--- src/rtl/hazard_pkg.sv ---
// hazard_pkg: shared FSM encoding and register constants for the hazard sequencer
package hazard_pkg;
    typedef enum logic [1:0] {
        RUN      = 2'd0,
        MUL_WAIT = 2'd1,
        MUL_DONE = 2'd2
    } state_t;
    localparam logic [4:0] REG_ZERO = 5'd0;
endpackage

--- src/rtl/hazard_stall_ctrl_if.sv ---
// hazard_stall_ctrl_if: pipeline hazard inputs and enable/flush/multiplier controls
interface hazard_stall_ctrl_if;
    import hazard_pkg::*;
    logic       IDEX_MemRead;
    logic [4:0] IDEX_rt;
    logic [4:0] IFID_rs;
    logic [4:0] IFID_rt;
    logic       ID_uses_rt;
    logic       EX_branch_taken;
    logic       EX_is_mul;
    logic       pc_write;
    logic       ifid_write;
    logic       ifid_flush;
    logic       idex_write;
    logic       idex_bubble;
    logic       exmem_bubble;
    logic       mul_start;
    logic       mul_done;
    modport master (
        output IDEX_MemRead, IDEX_rt, IFID_rs, IFID_rt, ID_uses_rt, EX_branch_taken, EX_is_mul,
        input  pc_write, ifid_write, ifid_flush, idex_write, idex_bubble, exmem_bubble,
               mul_start, mul_done
    );
    modport slave (
        input  IDEX_MemRead, IDEX_rt, IFID_rs, IFID_rt, ID_uses_rt, EX_branch_taken, EX_is_mul,
        output pc_write, ifid_write, ifid_flush, idex_write, idex_bubble, exmem_bubble,
               mul_start, mul_done
    );
endinterface

--- src/rtl/hazard_stall_ctrl_load_use_detect.sv ---
// load_use_detect: flags a load in EX whose destination is read by the ID instruction
module load_use_detect
    import hazard_pkg::*;
(
    input  logic       mem_read,
    input  logic [4:0] ex_rt,
    input  logic [4:0] id_rs,
    input  logic [4:0] id_rt,
    input  logic       uses_rt,
    output logic       hit
);
    assign hit = mem_read && ex_rt != REG_ZERO && (ex_rt == id_rs || (uses_rt && ex_rt == id_rt));
endmodule

--- src/rtl/hazard_stall_ctrl.sv ---
// hazard_stall_ctrl: load-use stall, branch flush and multi-cycle multiply freeze sequencer.
// HAZARD_PERF_EN adds saturating stall_cycles/flush_count counters.
module hazard_stall_ctrl
    import hazard_pkg::*;
#(
    parameter int MUL_LATENCY = 4,
    parameter int CNT_W       = 4
) (
    input  logic clk,
    input  logic reset,
    hazard_stall_ctrl_if.slave hz
`ifdef HAZARD_PERF_EN
    ,
    output logic [15:0] stall_cycles,
    output logic [15:0] flush_count
`endif
);
    state_t             state_q, state_d;
    logic [CNT_W-1:0]   cnt_q, cnt_d;
    logic               lu_hit;

    load_use_detect u_lud (
        .mem_read (hz.IDEX_MemRead),
        .ex_rt    (hz.IDEX_rt),
        .id_rs    (hz.IFID_rs),
        .id_rt    (hz.IFID_rt),
        .uses_rt  (hz.ID_uses_rt),
        .hit      (lu_hit)
    );

    always_comb begin
        state_d         = state_q;
        cnt_d           = cnt_q;
        hz.pc_write     = 1'b1;
        hz.ifid_write   = 1'b1;
        hz.idex_write   = 1'b1;
        hz.ifid_flush   = 1'b0;
        hz.idex_bubble  = 1'b0;
        hz.exmem_bubble = 1'b0;
        hz.mul_start    = 1'b0;
        hz.mul_done     = 1'b0;
        if (!reset) begin
            if (state_q == MUL_WAIT) begin
                {hz.pc_write, hz.ifid_write, hz.idex_write} = 3'b000;
                hz.exmem_bubble = 1'b1;
                state_d         = (cnt_q == CNT_W'(1)) ? MUL_DONE : MUL_WAIT;
                cnt_d           = cnt_q - 1'b1;
            end else if (state_q == RUN && hz.EX_is_mul) begin
                {hz.pc_write, hz.ifid_write, hz.idex_write} = 3'b000;
                hz.exmem_bubble = 1'b1;
                hz.mul_start    = 1'b1;
                cnt_d           = CNT_W'(MUL_LATENCY - 1);
                state_d         = MUL_WAIT;
            end else begin
                // MUL_DONE ignores EX_is_mul: the finishing multiply is still in EX
                hz.mul_done = (state_q == MUL_DONE);
                state_d     = RUN;
                if (hz.EX_branch_taken) begin
                    hz.ifid_flush  = 1'b1;
                    hz.idex_bubble = 1'b1;
                end else if (lu_hit) begin
                    hz.pc_write    = 1'b0;
                    hz.ifid_write  = 1'b0;
                    hz.idex_bubble = 1'b1;
                end
            end
        end
    end

    always_ff @(posedge clk or posedge reset) begin
        if (reset) begin
            state_q <= RUN;
            cnt_q   <= '0;
        end else begin
            state_q <= state_d;
            cnt_q   <= cnt_d;
        end
    end

`ifdef HAZARD_PERF_EN
    logic [15:0] stall_q, stall_d, flush_q, flush_d;

    always_comb begin
        stall_d = (!hz.pc_write && stall_q != 16'hFFFF) ? stall_q + 16'd1 : stall_q;
        flush_d = (hz.ifid_flush && flush_q != 16'hFFFF) ? flush_q + 16'd1 : flush_q;
    end

    always_ff @(posedge clk or posedge reset) begin
        if (reset) begin
            stall_q <= '0;
            flush_q <= '0;
        end else begin
            stall_q <= stall_d;
            flush_q <= flush_d;
        end
    end

    assign stall_cycles = stall_q;
    assign flush_count  = flush_q;
`endif
endmodule

--- src/flat_wrapper.sv ---
// flat-port wrapper written by rule: the top's interface ports become plain ports
module hazard_stall_ctrl_flat import hazard_pkg::*;
#(
    parameter int MUL_LATENCY = 4,
    parameter int CNT_W       = 4
)
  (clk, reset, hz_IDEX_MemRead, hz_IDEX_rt, hz_IFID_rs, hz_IFID_rt, hz_ID_uses_rt, hz_EX_branch_taken, hz_EX_is_mul, hz_pc_write, hz_ifid_write, hz_ifid_flush, hz_idex_write, hz_idex_bubble, hz_exmem_bubble, hz_mul_start, hz_mul_done);
  hazard_stall_ctrl_if hz_i ();
  input  logic clk;
  input  logic reset;
  input wire logic [$bits(hz_i.IDEX_MemRead)-1:0] hz_IDEX_MemRead;
  input wire logic [$bits(hz_i.IDEX_rt)-1:0] hz_IDEX_rt;
  input wire logic [$bits(hz_i.IFID_rs)-1:0] hz_IFID_rs;
  input wire logic [$bits(hz_i.IFID_rt)-1:0] hz_IFID_rt;
  input wire logic [$bits(hz_i.ID_uses_rt)-1:0] hz_ID_uses_rt;
  input wire logic [$bits(hz_i.EX_branch_taken)-1:0] hz_EX_branch_taken;
  input wire logic [$bits(hz_i.EX_is_mul)-1:0] hz_EX_is_mul;
  output wire logic [$bits(hz_i.pc_write)-1:0] hz_pc_write;
  output wire logic [$bits(hz_i.ifid_write)-1:0] hz_ifid_write;
  output wire logic [$bits(hz_i.ifid_flush)-1:0] hz_ifid_flush;
  output wire logic [$bits(hz_i.idex_write)-1:0] hz_idex_write;
  output wire logic [$bits(hz_i.idex_bubble)-1:0] hz_idex_bubble;
  output wire logic [$bits(hz_i.exmem_bubble)-1:0] hz_exmem_bubble;
  output wire logic [$bits(hz_i.mul_start)-1:0] hz_mul_start;
  output wire logic [$bits(hz_i.mul_done)-1:0] hz_mul_done;
  assign hz_i.IDEX_MemRead = hz_IDEX_MemRead;
  assign hz_i.IDEX_rt = hz_IDEX_rt;
  assign hz_i.IFID_rs = hz_IFID_rs;
  assign hz_i.IFID_rt = hz_IFID_rt;
  assign hz_i.ID_uses_rt = hz_ID_uses_rt;
  assign hz_i.EX_branch_taken = hz_EX_branch_taken;
  assign hz_i.EX_is_mul = hz_EX_is_mul;
  assign hz_pc_write = hz_i.pc_write;
  assign hz_ifid_write = hz_i.ifid_write;
  assign hz_ifid_flush = hz_i.ifid_flush;
  assign hz_idex_write = hz_i.idex_write;
  assign hz_idex_bubble = hz_i.idex_bubble;
  assign hz_exmem_bubble = hz_i.exmem_bubble;
  assign hz_mul_start = hz_i.mul_start;
  assign hz_mul_done = hz_i.mul_done;
  hazard_stall_ctrl #(.MUL_LATENCY(MUL_LATENCY), .CNT_W(CNT_W)) u_core (.clk(clk), .reset(reset), .hz(hz_i));
endmodule
--- config.mk ---
export PLATFORM = sky130hd
export DESIGN_NAME = hazard_stall_ctrl_flat
export DESIGN_NICKNAME = d
export VERILOG_FILES = /design/src/rtl/hazard_pkg.sv /design/src/rtl/hazard_stall_ctrl_if.sv /design/src/rtl/hazard_stall_ctrl_load_use_detect.sv /design/src/rtl/hazard_stall_ctrl.sv /design/src/flat_wrapper.sv
export SDC_FILE = /design/constraint.sdc
export NUM_CORES = 1
export LEC_CHECK = 0
export BUFFER_PORTS_ARGS = -buffer_cell sky130_fd_sc_hd__buf_2
export CAP_MARGIN = 20
export CORE_MARGIN = 1
export CORE_UTILIZATION = 25
export DETAILED_ROUTE_END_ITERATION = 10
export MAX_ROUTING_LAYER = met4
export PLACE_DENSITY = 0.56
export SLEW_MARGIN = 5
export SYNTH_ARGS = -nofsm -noshare
export SYNTH_HDL_FRONTEND = slang
export SYNTH_SLANG_ARGS = --single-unit
--- constraint.sdc ---
create_clock -name clk -period 5.7 [get_ports clk]
set_input_delay 1.71 -clock clk [delete_from_list [all_inputs] [get_ports clk]]
set_output_delay 1.71 -clock clk [all_outputs]
set_load 0.1 [all_outputs]
[Word level (Yosys, flattened, before mapping)]
Index checks and enable logic that the tools add are counted.
Cells by class
  add/subtract/negate cells: 1
  equality and inequality tests: 5
  mux-type cells: 30
  bitwise operators: 1
  reductions and logical operators: 9
Operator list (number)
  1-bit two-way mux: 26
  5-bit == test: 2
  4-bit two-way mux: 2
  5-bit nonzero test: 1
  4-bit by 1-bit == test with 1-bit output (second input constant): 1
  1-bit logical AND: 4
  2-bit two-way mux: 2
  4-bit by 1-bit subtractor with 4-bit output (second input constant): 1
  2-bit by 1-bit == test with 1-bit output (second input constant): 1
  2-bit == test (second input constant): 1
  2-bit zero test: 1
  2-bit AND reduction: 1
  2-bit nonzero test: 1
  1-bit logical OR: 1
  1-bit inverter: 1
Word-level totals
  bits in registers: 6
  input port bits: 21
  output and inout bits: 8
  word-level logic and storage cells: 48

[Longest topological paths before layout]
Gate-level depths: netlist of run 1.
  depth after elaboration: 9
  depth in mapped cells: 5

[Hierarchy]
A second synthesis of run 1 with hierarchy kept.
Second synthesis, totals
  cells, all modules: 60
  area, all modules: 543.0 µm²
Modules (own cells, without submodules)
  hazard_stall_ctrl: times used 1, cells each 43, area each 410.4 µm², sequential area each 150.1 µm²
  load_use_detect: times used 1, cells each 17, area each 132.6 µm², sequential area each 0.0 µm²

[Worst setup path before layout of run 1]
No wires, ideal clock.
  path type: input to output
  start: input port hz_IDEX_rt[3]
  end: output port hz_idex_bubble
  arrival: 5.371 ns
  path slack: -1.381 ns
  stages on the path: 4
  cell sequence: xor2_1 > nor4_2 > a32oi_1 > o41ai_1
On the way
  word-level cells in the longest chain between the ends: 9
  elaborated cells between the ends (all ways): 12
  classes of those cells: 2 x eq/ne; 5 x mux; 5 x reduce/logical
Ends and longest elaborated chain
  from (decl): RTL line flat_wrapper.sv:12  | input wire logic [$bits(hz_i.IDEX_rt)-1:0] hz_IDEX_rt;
  5-bit == test: RTL line hazard_stall_ctrl_load_use_detect.sv:12  | assign hit = mem_read && ex_rt != REG_ZERO && (ex_rt == id_rs || (uses_rt && ex_rt == id_rt));
  1-bit logical AND: RTL line hazard_stall_ctrl_load_use_detect.sv:12
  1-bit logical OR: RTL line hazard_stall_ctrl_load_use_detect.sv:12
  1-bit logical AND *: RTL line hazard_stall_ctrl_load_use_detect.sv:12
  1-bit two-way mux *: RTL line hazard_stall_ctrl.sv:61  | end else if (lu_hit) begin
  1-bit two-way mux *: RTL line hazard_stall_ctrl.sv:58  | if (hz.EX_branch_taken) begin
  1-bit two-way mux *: RTL line hazard_stall_ctrl.sv:48  | end else if (state_q == RUN && hz.EX_is_mul) begin
  1-bit two-way mux *: RTL line hazard_stall_ctrl.sv:43  | if (state_q == MUL_WAIT) begin
  1-bit two-way mux *: RTL line hazard_stall_ctrl.sv:42  | if (!reset) begin
  to (decl): RTL line flat_wrapper.sv:22  | output wire logic [$bits(hz_i.idex_bubble)-1:0] hz_idex_bubble;
Mark *: on every way between the ends. The rest lies on a longest branch, timed or not.

[Worst setup path in the final report of run 1]
  start: input port hz_IDEX_rt[0]
  end: output port hz_ifid_write
On the way
  word-level cells in the longest chain between the ends: 9
  elaborated cells between the ends (all ways): 12
  classes of those cells: 2 x eq/ne; 5 x mux; 5 x reduce/logical
Ends and longest elaborated chain
  5-bit == test: RTL line hazard_stall_ctrl_load_use_detect.sv:12
  1-bit logical AND: RTL line hazard_stall_ctrl_load_use_detect.sv:12
  1-bit logical OR: RTL line hazard_stall_ctrl_load_use_detect.sv:12
  1-bit logical AND *: RTL line hazard_stall_ctrl_load_use_detect.sv:12
  1-bit two-way mux *: RTL line hazard_stall_ctrl.sv:61
  1-bit two-way mux *: RTL line hazard_stall_ctrl.sv:58
  1-bit two-way mux *: RTL line hazard_stall_ctrl.sv:48
  1-bit two-way mux *: RTL line hazard_stall_ctrl.sv:43
  1-bit two-way mux *: RTL line hazard_stall_ctrl.sv:42
  to (decl): RTL line flat_wrapper.sv:19  | output wire logic [$bits(hz_i.ifid_write)-1:0] hz_ifid_write;
Marked as above.

==> flow_summary.yaml, run 1 <==
outcome:
  status: "complete, no violations"
drt:
  wl_met3_microns: 90
  ant_nets: 0
  route.vias.total: 526
  routed.top_layer: "met3"
  dr.pass1.iters: 4
  drt_wl_total_microns: 1140
  route.met2.wl_microns: 539
  wire_per_inst_microns: 9.75
  drtIter0Drc: 6
  routed_via_density: 4.50
  wl_met1_microns: 510
  drc: 0
logic_synthesis:
  yosys_warnings: 0
  synth_top_flop_cell: "dfrtp_1"
  async_flop_share_pct: 100
  synth_most_common_cell: "xor2_1"
  synth_area_per_cell_sq_um: 8.60
  synth_top_area_share_pct: 27.7
  synth.distinct_cells: 26
  synth_largest_area_cell: "dfrtp_1"
  synth_area_leaders: "dfrtp_1, xor2_1, nor2_1"
  synth_cells: 63
  seq_area_frac_synth_pct: 27.7
  synth_edf_count: 0
  synth_commonest_cells: "xor2_1, nor2_1, dfrtp_1, inv_1, nand2_1"
  synthesis.nets: 86
  synthesis.area_sq_um: 542
  synth-seq-cells: 6
clock_tree:
  cts_sinks: 6
  cts_setup_buffers: 0
  clkSlewWorstSetupHoldPaths_ns: 0.05
  cts_tree: "done"
  clk_path_buf_depth: 2
  cts_inserted_buffers: 3
  clk_latency_ns: 0.25
  cts_root_buf: "clkbuf_4"
  post_cts_resized: 0
  htreeDepth: 1
  hold_buffers: 0
sta:
  fin_crit_sh_pct: 86.5
  finalCriticalPeriod_ns: 4.93
  final.setup.worst_slack_ns: 0.771
  max_freq_ghz: 0.203
  tightestPinTransition_ns: 0.491
  fin_skew_ns: 0.00129
  slew_headroom_pct: 67.5
  final-hold-violation-count: 0
  rsz0062_at_grt: "false"
  slew_violations: 0
  setup_viol: 0
layout:
  antenna_cells: 0
  nets: 115
  area_delta_synth_final_pct: 34.6
  fin_cells: 117
  drive_gt1_share_pct: 44.4
global_routing:
  grt_pass1_wl_microns: 1980
  grt_usage_pct: 11.2
  grt_remaining_overflow: 0
  grt_pass1_vias: 491
  grt_start_max_net_pins: 11
  antenna_found_initial: 0
placement:
  port_buffers: 28
  dp.cells: 114
  gp_congestion: 0.742
  place_ws_ns: 0.756
  dp_hpwl_microns: 950
pwr:
  ir_drop_v: 0.000232
  power.density_nw_per_um2: 423
  cellLeakagePower_uw: 0.000363
critical_path:
  cp_data_required_time_ns: 3.99
  path_buf_inv: 2
  path_class: "in -> out"
  worst_ep_arrival_time_ns: 3.22
  cp_slowest_stage_delay_ns: 0.50
  crit_fanout: 3
  critPathMostFrequentCell: "buf_2"
  crit_slowest_cell: "or4_1"
  crit_chain: "buf_2, or4_1, o21ai_0, o41a_2, buf_2"
  crit_family: "buffers and inverters"
  cp-start-kind: "input port"
  end_kind: "primary output"
worst_hold_path:
  min_path_type: "reg -> reg"
floorplanning:
  rows: 16
  start_util_pct: 27.1
  io_pins: 29
  fp.dieH_microns: 48.6
  die_w_microns: 48.6
  core-area_sq_um: 2000
  dieArea_sq_um: 2360
run:
  maxCapViolCount: 0
==> worst reg2reg max path: cells and delay by family, from the launching register on <==
kind	cells	cell delay, ns
adders and majority gates	1	0.14
buffers and inverters	1	0.11
AOI/OAI and AO/OA	2	0.22
DFF	1	0.40
and+or+nand+nor	1	0.45
==> area by class of cell <==
class | instances | area (sq um)
Fill cell | 231 | 1270
Timing Repair Buffer | 28 | 140
Inverter | 5 | 18.8
Multi-Input combinational cell | 48 | 364
Clock buffer | 3 | 22.5
Sequential cell | 6 | 150
Tap cell | 27 | 33.8
==> cell families (layout without fill, tap and decap cells) <==
| kind of cell | Yosys count | after routing | synth area share (%) |
|---|---|---|---|
| AO/OA/AOI/OAI | 11 | 11 | 13.2 |
| XOR/XNOR | 12 | 12 | 19.4 |
| adder cells (fa/ha/maj) | 2 | 2 | 4.62 |
| buffers and inverters | 9 | 36 | 9.24 |
| flip-flops | 6 | 6 | 27.7 |
| AND/OR/NAND/NOR | 23 | 23 | 25.9 |
==> state kept, by name, summed over array words and instances, names as in the netlist <==
register        cells
u_core.state_q      2
u_core.cnt_q        4
==> final timing paths <==
| path | from | end | slack [ns] | cells past startpoint |
|---|---|---|---|---|
| worst min register to register | u_core.cnt_q[3] | u_core.cnt_q[3] | 0.54 | 2 |
| worst min-delay path | u_core.cnt_q[3] | u_core.cnt_q[3] | 0.54 | 2 |
| max in group asynchronous | reset | u_core.cnt_q[1] | 4.00 | 2 |
| worst max-delay path | hz_IDEX_rt[0] | hz_ifid_write | 0.77 | 5 |
| min in group asynchronous | reset | u_core.state_q[1] | 1.49 | 2 |
| worst max register to register | u_core.cnt_q[1] | u_core.state_q[0] | 4.25 | 5 |
==> where the power goes <==
| group | internal (uW) | total [uW] | switching, uW |
|---|---|---|---|
| clock network | 23.9 | 40.6 | 16.7 |
| registers | 62.1 | 91.0 | 29.0 |
| logic | 52.0 | 177 | 125 |
==> routing by layer <==
layer	track usage (%)	vias to the layer above
met3	4.72	0
met5	-	-
li1	-	269
met4	2.94	0
met1	12.0	231
met2	19.0	26
==> metrics by stage <==
| step | instance area, sq um | total power [uW] | setup TNS (ns) | util, % | hold WS [ns] |
|---|---|---|---|---|---|
| final | 729 | 309 | 0 | 36.4 | 0.537 |
| after floorplan | 564 | 249 | -0.0539 | - | 0.502 |
| after CTS | 729 | 314 | 0 | 36.4 | 0.544 |
| after global routing | 729 | 332 | 0 | 36.4 | 0.559 |
| after detailed placement | 707 | 271 | 0 | 35.3 | 0.529 |
| after global placement | 707 | 269 | 0 | 35.3 | 0.525 |
==> cells in the final DEF, fill, tap and decap left out <==
cell type / instances
nor4_2: 1
xor2_1: 10
o41ai_2: 1
nor3b_2: 1
o21a_1: 1
clkbuf_4: 3
nand3_1: 1
a32oi_1: 1
or3b_4: 1
xnor2_1: 2
or3b_2: 1
nand2b_1: 1
ha_1: 2
nor2_1: 7
nor3_1: 2
a21oi_1: 2
or4_1: 1
nor4_4: 1
dfrtp_1: 6
o41a_2: 1
o21ai_2: 1
inv_1: 5
nand2_1: 5
buf_2: 28
o21ai_0: 4
nor3_2: 1
(Power assumes the default switching activity.)
==> inputs of run 2 (changes only) <==
- MAX_ROUTING_LAYER: met4 -> default
==> run 2 against run 1 <==
Effect of this change:
- register-to-register slack about the same
- critical path depth unchanged
- count of clock-buffer cells in the layout unchanged
- sequential share of layout area unchanged
- hold slack about the same
- final cell count unchanged
- first-iteration DRC count unchanged
- clock power about the same
- routed wire length unchanged
- via count up 0.38%
- global-route usage down 0.31 points
- fmax unchanged
- largest power group unchanged
- highest routed layer is now met4
==> flow_summary.yaml, run 2 (same netlist as run 1, synthesis figures left out) <==
critical_path:
  cp-start-kind: "input port"
  rrSetupSlack_ns: 4.25
  critPathLaunch: "hz_IDEX_rt[0]"
  path_class: "in -> out"
  end_kind: "primary output"
  crit_fanout: 3
  cp_slowest_stage_delay_ns: 0.50
  critPathMostFrequentCell: "buf_2"
  rr_startpoint: "u_core.cnt_q[1]"
  cp_data_required_time_ns: 3.99
  crit_slowest_cell: "or4_1"
  worst_ep_arrival_time_ns: 3.22
  crit_chain: "buf_2, or4_1, o21ai_0, o41a_2, buf_2"
run:
  maxCapViolCount: 0
pwr:
  power.density_nw_per_um2: 423
  combinationalPowerShare_pct: 57.3
  cellLeakagePower_uw: 0.000363
  p_seq_share_pct: 29.5
  p_switching_uw: 171
  swShare_pct: 55.3
  internal-power_uw: 138
  p_clk_share_pct: 13.2
  ir_drop_v: 0.000232
layout:
  area_delta_synth_final_pct: 34.6
  final_common_cell: "buf_2"
  reg.largest.list: "u_core.cnt_q: 4 flops, u_core.state_q: 2 flops"
  top_register: "u_core.cnt_q"
  nets: 115
  antenna_cells: 0
  drive_gt1_share_pct: 44.4
  layout_common_cells: "buf_2, xor2_1, nor2_1, dfrtp_1"
  largest_register_ffs: 4
  stdcell_area_sq_um: 729
clock_tree:
  cts_root_buf: "clkbuf_4"
  cts_inserted_buffers: 3
  cts_sinks: 6
  hold_buffers: 0
  cts_setup_buffers: 0
  clk_latency_ns: 0.25
  clk_path_buf_depth: 2
  clkSlewWorstSetupHoldPaths_ns: 0.05
  cts_tree: "done"
  post_cts_resized: 0
  htreeDepth: 1
floorplanning:
  io_pins: 29
  fp.dieH_microns: 48.6
  start_util_pct: 27.1
  core-area_sq_um: 2000
  dieArea_sq_um: 2360
  rows: 16
  die_w_microns: 48.6
sta:
  tightestPinTransition_ns: 0.491
  fin_crit_sh_pct: 86.5
  finalCriticalPeriod_ns: 4.93
  setup_viol: 0
  slew_violations: 0
  fin_skew_ns: 0.00128
  final-hold-violation-count: 0
  slew_headroom_pct: 67.5
  final.setup.worst_slack_ns: 0.771
  max_freq_ghz: 0.203
  rsz0062_at_grt: "false"
  setup_tns_ns: 0
  whs_ns: 0.537
placement:
  dp_hpwl_microns: 950
  gp_congestion: 0.733
  dpl_cell_area_sq_um: 707
  port_buffers: 28
  place_ws_ns: 0.756
drt:
  wire_per_inst_microns: 9.75
  drtIter0Drc: 6
  drc: 0
  route.vias.total: 528
  drt_wl_total_microns: 1140
  routed_via_density: 4.51
  dr.pass1.iters: 4
  ant_nets: 0
global_routing:
  antenna_found_initial: 0
  grt_pass1_wl_microns: 1980
  grt_remaining_overflow: 0
  grt_start_max_net_pins: 11
  grt_usage_pct: 10.9
  grt_pass1_vias: 492
worst_hold_path:
  hp-start: "u_core.cnt_q[3]"
  min_path_type: "reg -> reg"
outcome:
  status: "complete, no violations"
run 2: cell counts in the layout (fill, tap and decap cells not counted):
Identical to the previous run, type by type.
run 2: final timing paths:
path	to	cells past startpoint
setup reg to reg	u_core.state_q[0]	5
max in group asynchronous	u_core.cnt_q[1]	2
hold / removal	u_core.cnt_q[3]	2
min in group asynchronous	u_core.state_q[1]	2
hold reg to reg	u_core.cnt_q[3]	2
setup / recovery	hz_ifid_write	5
run 2: per-stage QoR:
step	total power [uW]	std cells	utilization [%]
6_report	308	117	36.4
3_3_place_gp	269	114	35.3
4_1_cts	314	117	36.4
2_1_floorplan	249	63	-
3_5_place_dp	271	114	35.3
5_1_grt	332	117	36.4
run 2: area by class of cell:
cell class,count,area (sq um)
Fill cell,231,1270
Multi-Input combinational cell,48,364
Sequential cell,6,150
Timing Repair Buffer,28,140
Tap cell,27,33.8
Clock buffer,3,22.5
Inverter,5,18.8
run 2: layer usage:
layer	GRT usage, %	share of wire [%]	up-vias
met5	0	0	-
li1	-	-	269
met1	12.0	45	231
met2	19.0	47	26
met4	2.94	0.35	0
met3	4.72	7.9	2
run 2: power groups by stage:
stage	sequential (uW)	clock, uW	combinational (uW)
after floorplan	78.1	0	171
after global placement	91.8	0	178
after detailed placement	91.4	0	179
after CTS	91.5	43.0	179
after global routing	95.1	44.6	192
final	91.0	40.6	177
run 2: worst max-delay path: cells and delay by family:
| family | cells | cell delay (ns) |
|---|---|---|
| buf+inv | 2 | 0.54 |
| compound gates | 2 | 0.46 |
| simple gates | 1 | 0.50 |
==> inputs of run 3 (changes only) <==
- PLACE_DENSITY: 0.56 -> default
- PLACE_DENSITY_LB_ADDON: default -> 0.12
==> run 3 against run 2 <==
Effect of this change:
- utilization unchanged
- sequential cell count unchanged
- total power down 0.28%
- register-to-register slack worse by 0.02 ns
- fmax fell by 0.77%
- final cell count stayed put
- non-clock buffer count is the same
- die area is the same
- clock power decreased by 4%
- sequential power up 1%
- critical endpoint is now hz_pc_write
==> flow_summary.yaml, run 3 (same netlist as run 1, synthesis figures left out) <==
clock_tree:
  cts_inserted_buffers: 3
  post_cts_resized: 0
  clk_path_buf_depth: 2
  clkSlewWorstSetupHoldPaths_ns: 0.05
  cts_sinks: 6
  cts_setup_buffers: 0
  htreeDepth: 1
  clk_latency_ns: 0.24
  cts_root_buf: "clkbuf_4"
  hold_buffers: 0
  cts_tree: "done"
layout:
  n_fill_cell: 229
  drive_gt1_share_pct: 44.4
  reg.largest.list: "u_core.cnt_q: 4 flops, u_core.state_q: 2 flops"
  top_register: "u_core.cnt_q"
  multiInputGateArea_sq_um: 364
  final_common_cell: "buf_2"
  antenna_cells: 0
  fin_cells: 117
  largest_register_ffs: 4
  stdcell_area_sq_um: 729
  area_delta_synth_final_pct: 34.6
  layout_common_cells: "buf_2, xor2_1, nor2_1, dfrtp_1"
  nets: 115
  regArea_sq_um: 150
critical_path:
  r2r_end: "u_core.state_q[0]"
  crit_slowest_cell: "or4_1"
  path_class: "in -> out"
  worst_ep_arrival_time_ns: 3.26
  crit_chain: "buf_2, or4_1, o21ai_0, o41a_2, buf_2"
  critPathLaunch: "hz_IDEX_rt[0]"
  crit_fanout: 3
  cp-start-kind: "input port"
  cp_data_required_time_ns: 3.99
  rrSetupSlack_ns: 4.23
  rr_startpoint: "u_core.cnt_q[1]"
  critPathMostFrequentCell: "buf_2"
  end_kind: "primary output"
  cp_slowest_stage_delay_ns: 0.50
  crit_end: "hz_pc_write"
  ff2ff_path_depth: 5
floorplanning:
  core-area_sq_um: 2000
  rows: 16
  start_util_pct: 27.1
  fp.dieH_microns: 48.6
  dieArea_sq_um: 2360
  die_w_microns: 48.6
  io_pins: 29
drt:
  drc: 0
  wire_per_inst_microns: 9.54
  ant_nets: 0
  drt_wl_total_microns: 1120
  routed_via_density: 4.44
  drtIter0Drc: 5
  route.vias.total: 519
  dr.pass1.iters: 2
run:
  maxCapViolCount: 0
sta:
  slew_headroom_pct: 67.7
  fin_skew_ns: 0.00678
  finalCriticalPeriod_ns: 4.97
  slew_violations: 0
  fin_crit_sh_pct: 87.1
  final-hold-violation-count: 0
  tightestPinTransition_ns: 0.488
  rsz0062_at_grt: "false"
  setup_tns_ns: 0
  setup_viol: 0
  max_freq_ghz: 0.201
placement:
  dp.cells: 114
  dp_hpwl_microns: 967
  dpl_cell_area_sq_um: 707
  port_buffers: 28
  gp_congestion: 0.754
global_routing:
  grt_remaining_overflow: 0
  grt_pass1_vias: 497
  antenna_found_initial: 0
  grt_start_max_net_pins: 11
  grt_usage_pct: 11.4
  grt_pass1_wl_microns: 2040
worst_hold_path:
  min_path_type: "reg -> reg"
outcome:
  status: "complete, no violations"
pwr:
  cellLeakagePower_uw: 0.000363
  finalPower_uw: 308
  ir_drop_v: 0.000229
  power.density_nw_per_um2: 422
-- run 3: cell counts in the layout (fill, tap and decap cells not counted) --
Identical to the previous run, type by type.
-- run 3: power by group --
part	internal (uW)	total (uW)	switching [uW]
logic	52.0	177	125
clock network	23.8	38.9	15.1
registers	62.1	92.0	29.9
total	138	308	170
-- run 3: critical path: cells and delay by family --
| kind | cells | cell delay [ns] |
|---|---|---|
| AOI/OAI and AO/OA | 2 | 0.51 |
| buffers and inverters | 2 | 0.54 |
| and+or+nand+nor | 1 | 0.50 |
-- run 3: worst min path at each step --
stage                          from               to  slack, ns  depth (start not counted)
floorplan           u_core.cnt_q[3]  u_core.cnt_q[3]       0.50                          2
global placement    u_core.cnt_q[3]  u_core.cnt_q[3]       0.53                          2
detailed placement  u_core.cnt_q[3]  u_core.cnt_q[3]       0.54                          2
CTS                 u_core.cnt_q[3]  u_core.cnt_q[3]       0.55                          2
global route        u_core.cnt_q[3]  u_core.cnt_q[3]       0.61                          2
finish              u_core.cnt_q[3]  u_core.cnt_q[3]       0.55                          2
-- run 3: per-layer routing --
layer | track usage [%] | routed length (microns) | up-vias
met4 | 4.41 | 0 | 0
li1 | - | - | 267
met2 | 18.1 | 558 | 18
met1 | 13.7 | 497 | 234
met5 | 0 | 0 | -
met3 | 4.72 | 60 | 0
-- run 3: layout make-up --
type / count / area share [%]
clock buffer: 3 / 3.09
inverter: 5 / 2.57
multi-input combinational: 48 / 49.9
sequential: 6 / 20.6
tap: 27 / 4.63
timing repair buffer: 28 / 19.2
-- run 3: through the flow --
stage | setup slack (ns) | util [%] | hold slack, ns
2_1_floorplan | -0.0539 | - | 0.502
3_3_place_gp | 0.735 | 35.3 | 0.535
3_5_place_dp | 0.738 | 35.3 | 0.537
4_1_cts | 0.741 | 36.4 | 0.548
5_1_grt | 0.619 | 36.4 | 0.614
6_report | 0.733 | 36.4 | 0.549
